**config.mk**
```make
export PLATFORM = sky130hd
export DESIGN_NAME = decode_stage_pipe
export DESIGN_NICKNAME = d
export VERILOG_FILES = /design/src/rtl/decode_stage_pipe.sv
export SDC_FILE = /design/constraint.sdc
export NUM_CORES = 1
export LEC_CHECK = 0
export ABC_AREA = 1
export ABC_CLOCK_PERIOD_IN_PS = 1180
export CORE_ASPECT_RATIO = 0.9
export CORE_MARGIN = 5
export CORE_UTILIZATION = 41
export CTS_CLUSTER_SIZE = 24
export DETAILED_ROUTE_END_ITERATION = 6
export GPL_TIMING_DRIVEN = 1
export PLACE_DENSITY = 0.85
export SLEW_MARGIN = 0
export SYNTH_ARGS = -nofsm -noshare
export SYNTH_HDL_FRONTEND = slang
export SYNTH_SLANG_ARGS = --single-unit
```
**constraint.sdc**
```tcl
create_clock -name clock -period 1.18 [get_ports clock]
set_input_delay 0.236 -clock clock [delete_from_list [all_inputs] [get_ports clock]]
set_output_delay 0.236 -clock clock [all_outputs]
set_load 0.02 [all_outputs]
```
**src/rtl/decode_stage_pipe.sv**
```systemverilog
// rtl/decode_stage_pipe.sv - decode stage with registered ID/EX boundary; `HAZARD_DETECT_EN enables load-use bubbles
module decode_stage_pipe #(
   parameter int               INSTR_W   = 20,
   parameter int               OPC_W     = 4,
   parameter int               REG_AW    = 4,
   parameter logic [OPC_W-1:0] STORE_OPC = 4'b1100,
   parameter logic [OPC_W-1:0] LOAD_OPC  = 4'b1011
) (
   input  logic               clock,
   input  logic               reset,
   input  logic               in_valid,
   input  logic [INSTR_W-1:0] in_instr,
   output logic               in_ready,
   input  logic               ex_stall,
   input  logic               flush,
   output logic [REG_AW-1:0]  rf_raddr1,
   output logic [REG_AW-1:0]  rf_raddr2,
   output logic               ex_valid,
   output logic [INSTR_W-1:0] ex_instr,
   output logic [REG_AW-1:0]  ex_waddr,
   output logic               ex_wen,
   output logic               ex_is_load,
   output logic               ex_is_store
);

   localparam int T = INSTR_W - OPC_W;

   logic [OPC_W-1:0]  opc;
   logic [REG_AW-1:0] f0, f1, f2;
   logic [REG_AW-1:0] src1, src2;
   logic              is_store, is_load;
   logic              haz;

   assign opc      = in_instr[INSTR_W-1 -: OPC_W];
   assign f0       = in_instr[T-1 -: REG_AW];
   assign f1       = in_instr[T-1-REG_AW -: REG_AW];
   assign f2       = in_instr[T-1-2*REG_AW -: REG_AW];
   assign is_store = (opc == STORE_OPC);
   assign is_load  = (opc == LOAD_OPC);

   // Stores read data (F0) and base (F1); everything else reads F1/F2 and writes F0
   always_comb begin
      src1 = f1;
      src2 = f2;
      if (is_store) begin
         src1 = f0;
         src2 = f1;
      end
   end

   assign rf_raddr1 = src1;
   assign rf_raddr2 = src2;

`ifdef HAZARD_DETECT_EN
   // Load in EX whose result a source of the decoding instruction needs
   always_comb begin
      haz = in_valid & ex_valid & ex_is_load &
            ((ex_waddr == src1) | (ex_waddr == src2));
   end
`else
   // Load-use ordering is left to the compiler or a forwarding unit
   always_comb begin
      haz = 1'b0;
   end
`endif

   assign in_ready = ~ex_stall & ~haz;

   // ID/EX register: flush beats stall, stall beats bubble, bubble beats load
   always_ff @(posedge clock or negedge reset) begin
      if (!reset) begin
         ex_valid    <= 1'b0;
         ex_instr    <= '0;
         ex_waddr    <= '0;
         ex_wen      <= 1'b0;
         ex_is_load  <= 1'b0;
         ex_is_store <= 1'b0;
      end else if (flush) begin
         ex_valid <= 1'b0;
         ex_wen   <= 1'b0;
      end else if (ex_stall) begin
         ex_valid <= ex_valid;
      end else if (haz) begin
         ex_valid <= 1'b0;
         ex_wen   <= 1'b0;
      end else begin
         ex_valid    <= in_valid;
         ex_instr    <= in_instr;
         ex_waddr    <= f0;
         ex_wen      <= in_valid & ~is_store;
         ex_is_load  <= is_load;
         ex_is_store <= is_store;
      end
   end

endmodule
```
=== After elaboration in Yosys (flattened, before gate mapping) ===
Cells that the tools add are included.
Widths: inputs -> output; s select.

* Logic and storage cells: 20
* Output and inout bits: 37
* Bits in registers: 28
* Input port bits: 25

* Bitwise operators: 4
* Mux-type cells: 6
* Equality and inequality tests: 3
* Reduce and logical (&&, ||, !) cells: 1

{| class="wikitable"
|+ Operators with widths
! kind !! count
|-
| $eq 4x4->1 const B || 2
|-
| $mux 4 || 2
|-
| $mux 1 || 4
|-
| $not 1->1 || 3
|-
| $ne 2x1->1 const B || 1
|-
| $reduce_and 2->1 || 1
|-
| $and 1x1->1 || 1
|}

=== Longest topological paths before layout ===
* Depth after elaboration: 5
* Gate-level depth with buffers: 5
* Depth with buffers taken out: 5

=== Least setup slack after synthesis ===
Ideal clock, no wire load.

* Path type: input to output
* Start: in in_instr[19]
* End: out rf_raddr1[0]
* Data arrival time: 0.681 ns
* Setup slack: 0.263 ns
* Required time: 0.944 ns
* Stages: 5
* Buffers on the path: 0
* Cells stage by stage: nand2_1 > inv_2 > nand2_4 > nand2_1 > nand2_1

* Word-level cells in the longest chain between the ends: 2

{| class="wikitable"
|+ Ends and longest elaborated chain
! what !! RTL line !! text
|-
| start, declared || 12 || <nowiki>input logic [INSTR_W-1:0] in_instr,</nowiki>
|-
| $eq 4x4->1 || 38 || <nowiki>assign is_store = (opc == STORE_OPC);</nowiki>
|-
| $mux 4 || 45 || <nowiki>if (is_store) begin</nowiki>
|-
| end, declared || 16 || <nowiki>output logic [REG_AW-1:0] rf_raddr1,</nowiki>
|}

No other way between the ends.

=== Worst setup path in the final report ===
* Start: in in_instr[16]
* End: out rf_raddr1[2]

Same word-level chain as after synthesis.

==> metrics <==
share of cells above drive strength 1 39.8%; wire per inst 14.3 um; root buf cell clkbuf_4; H-tree Lvls 1; Register Area 601 um^2; Rows 18; gpl congestion 0.822; Hold Crit Depth 3; switching share of power 33.9%; register bit total from synthesis 24; RSZ-0062 raised after global routing true; most used cell, CP buf_6; clock tree sinks 24; most frequent cells in the layout nand2_1, buf_2, dfrtp_1; crit path from in_instr[16]; sequential area share after synthesis 53.7%; Starting Density 41.7%; Seq pwr share 44.6%; final max-slew violation count 0; Setup crit start kind input port; Final Skew 0 ns; top cell type's share of synthesized area 53.7%; P_sw 735 uW; Post-Syn Area per Cell 7.99 um^2; Crit path largest cell delay 0.23 ns; via count 1247; vias per cell 4.87; Total Power 2.17 mW; DIE HEIGHT 59.6 um; synth unique cells 12; diodes inserted 0; Final Setup Violations 5; Syn Std Cell Area 1120 um^2; internal power 1.43 mW; Worst EP required 0.94 ns; CTS tree done; Gate power share 34.4%; f_max 829 MHz; Crit Path Category input port to primary output; worst slew pin tran 0.256 ns; Yosys top cell by area dfrtp_1; DRT iter0 DRCs 74; R2R Path End ex_instr[12]; Max-Cap Viols 0; Pwr per Cell Area 1130 nW/um^2; worst-path maximum fanout 6; Synthesis Warnings 0; Hold Path End ex_instr[17]; TritonRoute pass-1 iters 5; Tcrit/Tclk final 102%; hold slack 0.174 ns; fill count 202; Min-Delay Path Class input port to flop; commonest non-fill, non-tap cell in the layout nand2_1; R2R depth 5; data arrival time of the critical path 0.97 ns; Ports 62; worst-skew pair later-pin latency 0.32 ns; VDD IR max 551 uV; largest net degree at the start of global routing 25; slowest cell on the critical path nor2_4; Crit Reg-Reg Startpoint ex_instr[12]; final hold vios 0; first-pass GRT wire length 5980 um; post-layout net count 252; Detailed Route WL 3670 um; IO buf count 61; R2R Setup Slk 0.22 ns; global route total overflow 0; DP Wirelength 2510 um; status finished with violations; Area growth syn-to-layout 71.4%; Net Count, Synth 165; Tot GR Track Use 19.8%; die span in x 65.1 um; Clock Power Share 21.0%; Min-Delay Startpoint in_instr[17]; DRT antenna net count 0; vias in the first global route 1289; Lkg Pwr 1.12 nW; Hold Buf Count CTS 0; Synth area leaders dfrtp_1, nand2_1, nand3_1; nature of the critical path endpoint primary output; TritonCTS Buffers 3; Cells after Synth 140; fin crit period 1.21 ns; area of the multi-input gates 489 um^2; initial antenna violation count 0; DRC viols 0; Setup WS post-layout -0.0267 ns; core area 2680 um^2; sequence of cells on the critical path buf_12 > nor2_4 > buf_6 > nand3_1 > nand2_1 > buf_6; Clock Tree Buf Depth 2; Slew HR 82.9%; failing checks negative setup slack; Die Area 3870 um^2; clock transition at the registers of the reported paths 0.13 ns
kinds of logic (layout without fill, tap and decap cells):
group / after synthesis / after routing / synth area share [%]
buf+inv: 13 / 97 / 7.49
flops: 24 / 24 / 53.7
compound gates: 2 / 2 / 0.895
simple gates: 101 / 103 / 37.9
area by class of cell:
type	count	area share [%]
clock buffer	4	1.89
inverter	5	1.24
multi-input combinational	105	25.5
sequential	24	31.3
tap	30	1.96
timing repair buffer	87	37.7
timing repair inverter	1	0.392
state kept, by name, indices dropped and copies added, names as in the netlist:
register	count
ex_is_load	1
ex_instr	20
ex_is_store	1
ex_wen	1
ex_valid	1
power groups by stage:
stage	Clock (mW)	Sequential, mW	Combinational (mW)
3_3_place_gp	0	0.979	0.756
5_1_grt	0.485	0.981	0.800
6_report	0.455	0.967	0.744
3_5_place_dp	0	0.986	0.769
2_1_floorplan	0	1.10	0.216
4_1_cts	0.452	0.965	0.703
critical path, delay by kind of cell:
family / cells / cell delay [ns]
and+or+nand+nor: 3 / 0.37
buffers and inverters: 3 / 0.36
timing repair:
action                                  in CTS  in global routing
buffers inserted                             9                  3
resized for setup                          201                 20
gates cloned                                 3                  0
pin swaps                                   11                  5
endpoints found under the setup margin      37                 10
worst max-delay path by stage:
stage	endpoint	slack, ns	cells after the start
final	rf_raddr1[2]	-0.03	6
after global routing	rf_raddr2[2]	-0.05	6
after CTS	rf_raddr2[3]	0.01	6
after detailed placement	rf_raddr2[1]	-0.87	5
after global placement	rf_raddr2[0]	-0.84	5
after floorplan	rf_raddr1[0]	0.26	5
stage by stage:
step                      setup TNS [ns]  area (um^2)  worst slack, ns  instances  util (%)
final                            -0.0582         1920          -0.0267        256      71.5
after global routing              -0.385         1920          -0.0515        256      71.5
after CTS                              0         1820           0.0133        253      67.9
after global placement            -10.65         1840           -0.836        237      68.8
after detailed placement          -12.43         1840           -0.868        237      68.8
after floorplan                        0         1120            0.263        140         -
cell usage after synthesis, drive strengths merged:
cell type and number:
buf 8, dfrtp 24, inv 5, nand2 85, nand3 11, nor2 5, o21ai 2
per-layer routing:
metal	vias up	wire length, um	global-route usage, %
li1	601	-	-
met5	-	0	0
met3	9	291	5.88
met4	0	64	7.10
met2	46	1910	35.6
met1	591	1400	22.6
Note: power is estimated with default switching activity, not from simulation.
